<file path="src/rtl/mips_control_fsm_if.sv">
// Control-path bundle between the multicycle MIPS controller and its datapath/memory.
// master = controller side, slave = datapath/memory side.
interface mips_control_fsm_if;
    logic [15:0] mem_data;
    logic        mem_ready;
    logic        zero;
    logic        neg;
    logic        grt;
    logic        eq;
    logic [4:0]  alu_op;
    logic        alu_src_imm;
    logic [15:0] ir;
    logic        ir_write;
    logic        pc_write;
    logic        pc_src_branch;
    logic        mem_req;
    logic        mem_we;
    logic        reg_we;
    logic        wb_from_mem;
    logic [2:0]  state;
    logic        illegal;

    modport master (
        input  mem_data, mem_ready, zero, neg, grt, eq,
        output alu_op, alu_src_imm, ir, ir_write, pc_write, pc_src_branch,
               mem_req, mem_we, reg_we, wb_from_mem, state, illegal
    );

    modport slave (
        output mem_data, mem_ready, zero, neg, grt, eq,
        input  alu_op, alu_src_imm, ir, ir_write, pc_write, pc_src_branch,
               mem_req, mem_we, reg_we, wb_from_mem, state, illegal
    );
endinterface

</file>
<file path="src/rtl/mips_control_fsm.sv">
// Multicycle MIPS-style control FSM: FETCH/DECODE/EXEC/MEM/WB/HALT sequencing.
// Latency: 3 cycles (CMP/branch/JMP), 4 (ALU, SW), 5 (LW) with memory always ready.
// Backpressure: FETCH and MEM hold with mem_req asserted until mem_ready.
module mips_control_fsm #(
    parameter int DATA_WIDTH = 16
) (
    input  logic               clk,
    input  logic               rst_n,
    mips_control_fsm_if.master bus
);
    // The controller never touches datapath words; the width is carried for the datapath only.
    localparam int unused_data_width = DATA_WIDTH;

    typedef enum logic [2:0] {
        FETCH  = 3'd0,
        DECODE = 3'd1,
        EXEC   = 3'd2,
        MEM    = 3'd3,
        WB     = 3'd4,
        HALT   = 3'd5
    } state_t;

    localparam logic [3:0] OP_R    = 4'h0;
    localparam logic [3:0] OP_ADDI = 4'h1;
    localparam logic [3:0] OP_LUI  = 4'h2;
    localparam logic [3:0] OP_LLI  = 4'h3;
    localparam logic [3:0] OP_LW   = 4'h4;
    localparam logic [3:0] OP_SW   = 4'h5;
    localparam logic [3:0] OP_CMP  = 4'h6;
    localparam logic [3:0] OP_BEQ  = 4'h7;
    localparam logic [3:0] OP_BGT  = 4'h8;
    localparam logic [3:0] OP_BNE  = 4'h9;
    localparam logic [3:0] OP_JMP  = 4'hA;
    localparam logic [3:0] OP_HALT = 4'hF;

    localparam logic [4:0] ALU_ADD = 5'd0;
    localparam logic [4:0] ALU_LUI = 5'd12;
    localparam logic [4:0] ALU_LLI = 5'd13;
    localparam logic [4:0] ALU_CMP = 5'd14;

    state_t      state_q, state_d;
    logic [15:0] ir_q;
    logic [3:0]  flags_q;   // {zero, neg, grt, eq} captured on CMP
    logic        run_q;     // low until the first clock after reset release
    logic [3:0]  opcode;
    logic        op_illegal;
    logic        unused_flags;

    logic [4:0]  alu_op;
    logic        alu_src_imm, ir_write, pc_write, pc_src_branch;
    logic        mem_req, mem_we, reg_we, wb_from_mem, illegal, taken;

    assign opcode       = ir_q[15:12];
    assign op_illegal   = (opcode inside {4'hB, 4'hC, 4'hD, 4'hE}) ||
                          (opcode == OP_R && ir_q[3:0] == 4'hF);
    assign unused_flags = ^flags_q[3:2];

    always_ff @(posedge clk or negedge rst_n) begin
        if (!rst_n) begin
            state_q <= FETCH;
            ir_q    <= '0;
            flags_q <= '0;
            run_q   <= 1'b0;
        end else begin
            run_q   <= 1'b1;
            state_q <= state_d;
            if (ir_write)
                ir_q <= bus.mem_data;
            if (state_q == EXEC && opcode == OP_CMP)
                flags_q <= {bus.zero, bus.neg, bus.grt, bus.eq};
        end
    end

    always_comb begin
        state_d       = state_q;
        alu_op        = ALU_ADD;
        alu_src_imm   = 1'b0;
        ir_write      = 1'b0;
        pc_write      = 1'b0;
        pc_src_branch = 1'b0;
        mem_req       = 1'b0;
        mem_we        = 1'b0;
        reg_we        = 1'b0;
        wb_from_mem   = 1'b0;
        illegal       = 1'b0;
        taken         = 1'b0;
        case (state_q)
            FETCH: begin
                if (run_q) begin
                    mem_req = 1'b1;
                    if (bus.mem_ready) begin
                        ir_write = 1'b1;
                        pc_write = 1'b1;
                        state_d  = DECODE;
                    end
                end
            end
            DECODE: begin
                if (op_illegal) begin
                    illegal = 1'b1;
                    state_d = FETCH;
                end else if (opcode == OP_HALT) begin
                    state_d = HALT;
                end else begin
                    state_d = EXEC;
                end
            end
            EXEC: begin
                state_d = FETCH;
                case (opcode)
                    OP_R:    begin alu_op = {1'b0, ir_q[3:0]}; state_d = WB; end
                    OP_ADDI: begin alu_src_imm = 1'b1; state_d = WB; end
                    OP_LUI:  begin alu_op = ALU_LUI; alu_src_imm = 1'b1; state_d = WB; end
                    OP_LLI:  begin alu_op = ALU_LLI; alu_src_imm = 1'b1; state_d = WB; end
                    OP_LW, OP_SW: begin alu_src_imm = 1'b1; state_d = MEM; end
                    OP_CMP:  alu_op = ALU_CMP;
                    OP_BEQ:  taken = flags_q[0];
                    OP_BGT:  taken = flags_q[1];
                    OP_BNE:  taken = !flags_q[0];
                    OP_JMP:  taken = 1'b1;
                    default: ;
                endcase
                pc_write      = taken;
                pc_src_branch = taken;
            end
            MEM: begin
                mem_req = 1'b1;
                mem_we  = (opcode == OP_SW);
                if (bus.mem_ready)
                    state_d = (opcode == OP_LW) ? WB : FETCH;
            end
            WB: begin
                reg_we      = 1'b1;
                wb_from_mem = (opcode == OP_LW);
                state_d     = FETCH;
            end
            HALT:    state_d = HALT;
            default: state_d = FETCH;
        endcase
    end

    assign bus.alu_op        = alu_op;
    assign bus.alu_src_imm   = alu_src_imm;
    assign bus.ir            = ir_q;
    assign bus.ir_write      = ir_write;
    assign bus.pc_write      = pc_write;
    assign bus.pc_src_branch = pc_src_branch;
    assign bus.mem_req       = mem_req;
    assign bus.mem_we        = mem_we;
    assign bus.reg_we        = reg_we;
    assign bus.wb_from_mem   = wb_from_mem;
    assign bus.state         = state_q;
    assign bus.illegal       = illegal;
endmodule

</file>
<file path="src/flat_wrapper.sv">
// flat-port wrapper written by rule: the top's interface ports become plain ports
module mips_control_fsm_flat 
#(
    parameter int DATA_WIDTH = 16
)
  (clk, rst_n, bus_mem_data, bus_mem_ready, bus_zero, bus_neg, bus_grt, bus_eq, bus_alu_op, bus_alu_src_imm, bus_ir, bus_ir_write, bus_pc_write, bus_pc_src_branch, bus_mem_req, bus_mem_we, bus_reg_we, bus_wb_from_mem, bus_state, bus_illegal);
  mips_control_fsm_if bus_i ();
  input  logic clk;
  input  logic rst_n;
  input wire logic [$bits(bus_i.mem_data)-1:0] bus_mem_data;
  input wire logic [$bits(bus_i.mem_ready)-1:0] bus_mem_ready;
  input wire logic [$bits(bus_i.zero)-1:0] bus_zero;
  input wire logic [$bits(bus_i.neg)-1:0] bus_neg;
  input wire logic [$bits(bus_i.grt)-1:0] bus_grt;
  input wire logic [$bits(bus_i.eq)-1:0] bus_eq;
  output wire logic [$bits(bus_i.alu_op)-1:0] bus_alu_op;
  output wire logic [$bits(bus_i.alu_src_imm)-1:0] bus_alu_src_imm;
  output wire logic [$bits(bus_i.ir)-1:0] bus_ir;
  output wire logic [$bits(bus_i.ir_write)-1:0] bus_ir_write;
  output wire logic [$bits(bus_i.pc_write)-1:0] bus_pc_write;
  output wire logic [$bits(bus_i.pc_src_branch)-1:0] bus_pc_src_branch;
  output wire logic [$bits(bus_i.mem_req)-1:0] bus_mem_req;
  output wire logic [$bits(bus_i.mem_we)-1:0] bus_mem_we;
  output wire logic [$bits(bus_i.reg_we)-1:0] bus_reg_we;
  output wire logic [$bits(bus_i.wb_from_mem)-1:0] bus_wb_from_mem;
  output wire logic [$bits(bus_i.state)-1:0] bus_state;
  output wire logic [$bits(bus_i.illegal)-1:0] bus_illegal;
  assign bus_i.mem_data = bus_mem_data;
  assign bus_i.mem_ready = bus_mem_ready;
  assign bus_i.zero = bus_zero;
  assign bus_i.neg = bus_neg;
  assign bus_i.grt = bus_grt;
  assign bus_i.eq = bus_eq;
  assign bus_alu_op = bus_i.alu_op;
  assign bus_alu_src_imm = bus_i.alu_src_imm;
  assign bus_ir = bus_i.ir;
  assign bus_ir_write = bus_i.ir_write;
  assign bus_pc_write = bus_i.pc_write;
  assign bus_pc_src_branch = bus_i.pc_src_branch;
  assign bus_mem_req = bus_i.mem_req;
  assign bus_mem_we = bus_i.mem_we;
  assign bus_reg_we = bus_i.reg_we;
  assign bus_wb_from_mem = bus_i.wb_from_mem;
  assign bus_state = bus_i.state;
  assign bus_illegal = bus_i.illegal;
  mips_control_fsm #(.DATA_WIDTH(DATA_WIDTH)) u_core (.clk(clk), .rst_n(rst_n), .bus(bus_i));
endmodule
</file>
<file path="config.mk">
export PLATFORM = sky130hd
export DESIGN_NAME = mips_control_fsm_flat
export DESIGN_NICKNAME = d
export VERILOG_FILES = /design/src/rtl/mips_control_fsm_if.sv /design/src/rtl/mips_control_fsm.sv /design/src/flat_wrapper.sv
export SDC_FILE = /design/constraint.sdc
export NUM_CORES = 1
export LEC_CHECK = 0
export ABC_AREA = 1
export ABC_CLOCK_PERIOD_IN_PS = 3080
export BUFFER_PORTS_ARGS = -buffer_cell sky130_fd_sc_hd__buf_2
export CAP_MARGIN = 20
export CORE_ASPECT_RATIO = 2
export CORE_MARGIN = 2
export CORE_UTILIZATION = 28
export DETAILED_ROUTE_END_ITERATION = 10
export PLACE_DENSITY = 0.54
export SYNTH_ARGS = -nofsm -noshare
export SYNTH_HDL_FRONTEND = slang
export SYNTH_SLANG_ARGS = --single-unit
</file>
<file path="constraint.sdc">
create_clock -name clk -period 3.08 [get_ports clk]
set_clock_uncertainty 0.05 [all_clocks]
set_input_delay 0.616 -clock clk [delete_from_list [all_inputs] [get_ports clk]]
set_output_delay 0.616 -clock clk [all_outputs]
set_load 0.005 [all_outputs]
</file>
Yosys cells after proc, flatten, opt, wreduce, memory -nomap -nowiden. Cells that the tools add are included.

Register bits: 22. Output and inout port bits: 33.

Equality and inequality tests: 24. Multiplexer cells: 25. Reduce and logical (&&, ||, !) cells: 11.

Operators by type and width (count): 4-bit == test, second input constant (9); 3-bit 2-to-1 mux (6); 4-bit by 3-bit == test with 1-bit output, second input constant (4); 4-bit one-hot mux with 4 select lines (1); 3-bit one-hot mux with 5 select lines (1); 1-bit 2-to-1 mux (12); 4-bit by 2-bit == test with 1-bit output, second input constant (2); 3-bit by 2-bit == test with 1-bit output, second input constant (2); 3-bit == test, second input constant (2); 3-bit one-hot mux with 2 select lines (1); 5-bit 2-to-1 mux (1); 5-bit OR reduction (1); 4-bit by 1-bit == test with 1-bit output, second input constant (1); 4-bit zero test (1); 2-bit inequality test, second input constant (2); 1-bit one-hot mux with 2 select lines (2); 1-bit one-hot mux with 4 select lines (1); 4-bit nonzero test (1); 4-bit OR reduction (1); 3-bit by 1-bit == test with 1-bit output, second input constant (1); 3-bit zero test (1); 3-bit AND reduction (1); 1-bit logical AND (2); 2-bit by 1-bit inequality test with 1-bit output, second input constant (1); 3 further kinds (3).

Longest topological paths before layout.
Word-level depth: 5. Gate-level depth with buffers: 8. Mapped depth without buffers: 7.

Least setup slack after synthesis. Ideal clock, no wire load.

Path kind: register -> output. Start: reg u_core.ir_q[13], in the netlist u_core.bus.ir[13]. End: out bus_illegal. Arrival time: 1.064 ns. Setup slack: 1.350 ns. Stages on the path, launching flop included: 7. Path through: dfrtp_1 buf_2 inv_1 nand2_1 nor2_2 nand2_1 a21oi_1.

Cells in the longest elaborated chain, start to end: 5.

RTL lines: from (decl) (line mips_control_fsm.sv:42) `logic [15:0] ir_q;`; from (signal assigned) (line mips_control_fsm.sv:68) `ir_q <= bus.mem_data;`; 4-bit == test / 4-bit zero test (equally long branches) (line mips_control_fsm.sv:54, mips_control_fsm.sv:55); 4-bit nonzero test / 1-bit logical AND (equally long branches) (line mips_control_fsm.sv:54, mips_control_fsm.sv:55); 1-bit logical OR * (line mips_control_fsm.sv:54) `assign op_illegal = (opcode inside {4'hB, 4'hC, 4'hD, 4'hE}) ||`; 1-bit 2-to-1 mux * (line mips_control_fsm.sv:99) `if (op_illegal) begin`; 1-bit 2-to-1 mux * (line mips_control_fsm.sv:87) `case (state_q)`; to (decl) (line flat_wrapper.sv:27) `output wire logic [$bits(bus_i.illegal)-1:0] bus_illegal;`.

Mark *: on every way between the ends. The rest lies on a longest branch, timed or not.

Worst setup path in the final report. Ends and elaborated chain as after synthesis.

==> reports/results.tsv <==
metric	value	unit
result of the run	finished clean	
DR DRC count	0	
final worst-path cycle share	71.32	%
insertion delay to the later sink of the worst-skew pair	270	ps
post-cts hold buffer count	0	
via count of the first global-routing pass	1105	
number of port buffers	52	
static leakage	0.0009435	µW
max-slew violation count	0	
Synth area leaders	dfrtp_1 (46%), nand2_1 (26%), inv_1 (5.3%), nor2_1 (4.4%), a21oi_1 (2.5%)	
startpoint of the worst register-to-register path	u_core.bus.state[2]$_DFFE_PN0P_	
setup repair after global routing missed its margin	no	
kind of path behind the tightest hold check	input pin to async pin	
Clock Power Share	15.4	%
number of buffers on the longest clock path	2	
Core Util, Final	37.80	%
horizontal die dimension	50.17	µm
Unique masters post-synth	19	
number of levels the H-tree was split into	1	
total negative slack	0	ps
worst slew margin relative to its limit	66.58	%
Synth warnings	0	
kind of start point of the critical path	flop	
post-synthesis average cell area	6.821	µm²
post-DR vias/cell	4.287	
overall die height	96.34	µm
combined area of all synthesized cells	1194	µm²
path type of the worst setup path	flop to primary output	
crit-path most repeated cell	nand2_1	
GRT Resource Usage Total	13.92	%
cell accounting for the most synthesized area	dfrtp_1	
final instance area	1545	µm²
count of endpoints failing setup in the final report	0	
areal power density over the cells	889.9	nW/µm²
overall routed net length	3089	µm
routability-driven placement congestion ratio	0.7945	
final antenna diode count	0	
P_sw	590.6	µW
Worst Path Arrival	1530	ps
largest net degree at the start of global routing	23	
largest fanout on the critical path	9	
global-route wire length before repair	5009	µm
number of nets in the finished design	251	
CP Cell Sequence	inv_1 > nand2_1 > nor2_2 > nand2_1 > a21oi_1 > buf_2	
fraction of power consumed by combinational cells	44.8	%
HPWL after DPL	2466	µm
hold slack final	246.8	ps
worst-case vdd ir drop	0.4335	mV
standard cell area after detailed placement	1490	µm²
Root Buffer Master	clkbuf_8	
initial core utilization	29.20	%
Synth-to-Final Area Change	29.45	%
biggest cell delay along the critical path	480	ps
synthesized netlist cell count	175	
CP Data Required Time	2410	ps
slew at the pin closest to its max-slew limit	501.3	ps
crit path launch	u_core.bus.ir[13]$_DFFE_PN0P_	
global route total overflow	0	
Post-CTS Repair Setup Buffers	0	
post-route minimum period	2197	ps
standard cell with the maximum stage delay on the critical path	dfrtp_1	
sequential power share	39.8	%
final-layout fill cell count	472	
antenna violations before repair	0	
TritonCTS Buffers	3	
fraction of power spent switching nets	42.94	%
Row Count	33	
clock tree from TritonCTS	built	
iteration-0 DRC count of the detailed router	15	
total of flip-flops plus latches after synthesis	22	
Hold Fails Final Rpt	0	
Gates resized, CTS repair	0	
Num Clock Sinks	22	
Placeable Area	4088	µm²
post-synth net total	198	
I/O pin count	56	
iteration count of the initial detailed-routing pass	3	
CTS clk-pin slew, worst paths	90	ps
achievable frequency	455.2	MHz
average wire per standard cell	11.07	µm
antenna-violating nets left	0	
Die ar.	4833	µm²
sequential area share after synthesis	46.12	%
fraction of final layout cells sized beyond drive strength 1	29.52	%
post-synth top area share	46.12	%
Pint	784.6	µW
kind of capture point of the worst setup path	primary output	
vias after detailed routing	1196	
Maximum Capacitance Violations	0	
critical path, delay by kind of cell, from the launching register on:
kind	cells	cell delay (ps)
DFF	1	480
AOI/OAI and AO/OA	1	120
and+or+nand+nor	3	370
buffers and inverters	2	290
synthesized netlist by cell type, drive strengths merged:
master and count:
a21oi 6, and2 1, buf 5, conb 2
dfrtp 22, inv 21, nand2 84, nand3 6
nor2 18, nor3 1, nor4 1, o21ai 8
final timing paths:
path | depth (start not counted) | slack (ps) | end
worst max-delay path | 6 | 880 | bus_illegal
worst min-delay path | 1 | 250 | u_core.bus.ir[14]$_DFFE_PN0P_
worst max register to register | 8 | 1610 | u_core.bus.ir[12]$_DFFE_PN0P_
worst min register to register | 2 | 430 | u_core.bus.ir[11]$_DFFE_PN0P_
max in group asynchronous | 1 | 2380 | u_core.flags_q[1]$_DFFE_PN0P_
min in group clk | 2 | 430 | u_core.bus.ir[11]$_DFFE_PN0P_
state kept, by name, summed over array words and instances, names as in the netlist:
name / cells
u_core.bus.state: 3
u_core.flags_q: 2
u_core.bus.ir: 16
u_core.run_q: 1
placed cells by master, fill, tap and decap left out:
master    count
dfrtp_1      22
nor3_1        1
nand2_1      82
clkbuf_8      4
a21oi_1       6
nor2_1       14
o21ai_1       5
inv_1        17
buf_4         1
o21ai_0       3
nand2_2       1
inv_2         4
buf_2        52
nor2_2        4
nor4_1        1
nand3_1       6
nand2_4       1
and2_1        1
conb_1        2
power groups by stage:
stage	Combinational (µW)	Clock (µW)	Sequential [µW]
global placement	623	0	553
floorplan	400	0	531
finish	616	212	547
global route	718	231	568
CTS	631	217	549
detailed placement	630	0	552
layer usage:
layer  track usage, %  wire, µm  vias to the layer above
met1            15.91      1230                      526
met5                0         0                        -
li1                 -         -                      630
met3            1.708       126                        5
met4            8.333        76                        0
met2            24.23      1655                       35
metrics by stage:
| step | total power, µW | instances | setup WS [ps] |
|---|---|---|---|
| finish | 1375 | 279 | 883.2 |
| global route | 1518 | 279 | 687.2 |
| CTS | 1397 | 279 | 850.6 |
| global placement | 1176 | 275 | 1143 |
| detailed placement | 1182 | 275 | 1153 |
| floorplan | 930.8 | 175 | 1350 |
area by class of cell:
| type | instances | area (µm²) | share of cell area (%) |
|---|---|---|---|
| tap | 52 | 65.06 | 4.211 |
| timing repair buffer | 53 | 267.8 | 17.33 |
| clock buffer | 4 | 55.05 | 3.563 |
| multi-input combinational | 127 | 528.0 | 34.17 |
| sequential | 22 | 550.5 | 35.63 |
| inverter | 21 | 78.83 | 5.101 |
logic make-up (layout without fill, tap and decap cells):
| kind of cell | Yosys count | after routing | synth area share (%) |
|---|---|---|---|
| AOI/OAI and AO/OA | 14 | 14 | 5.869 |
| other | 2 | 2 | 0.6292 |
| and+or+nand+nor | 111 | 111 | 37.74 |
| buffers and inverters | 26 | 78 | 9.643 |
| DFF | 22 | 22 | 46.12 |
No activity file was read; power rests on OpenSTA's default activity.
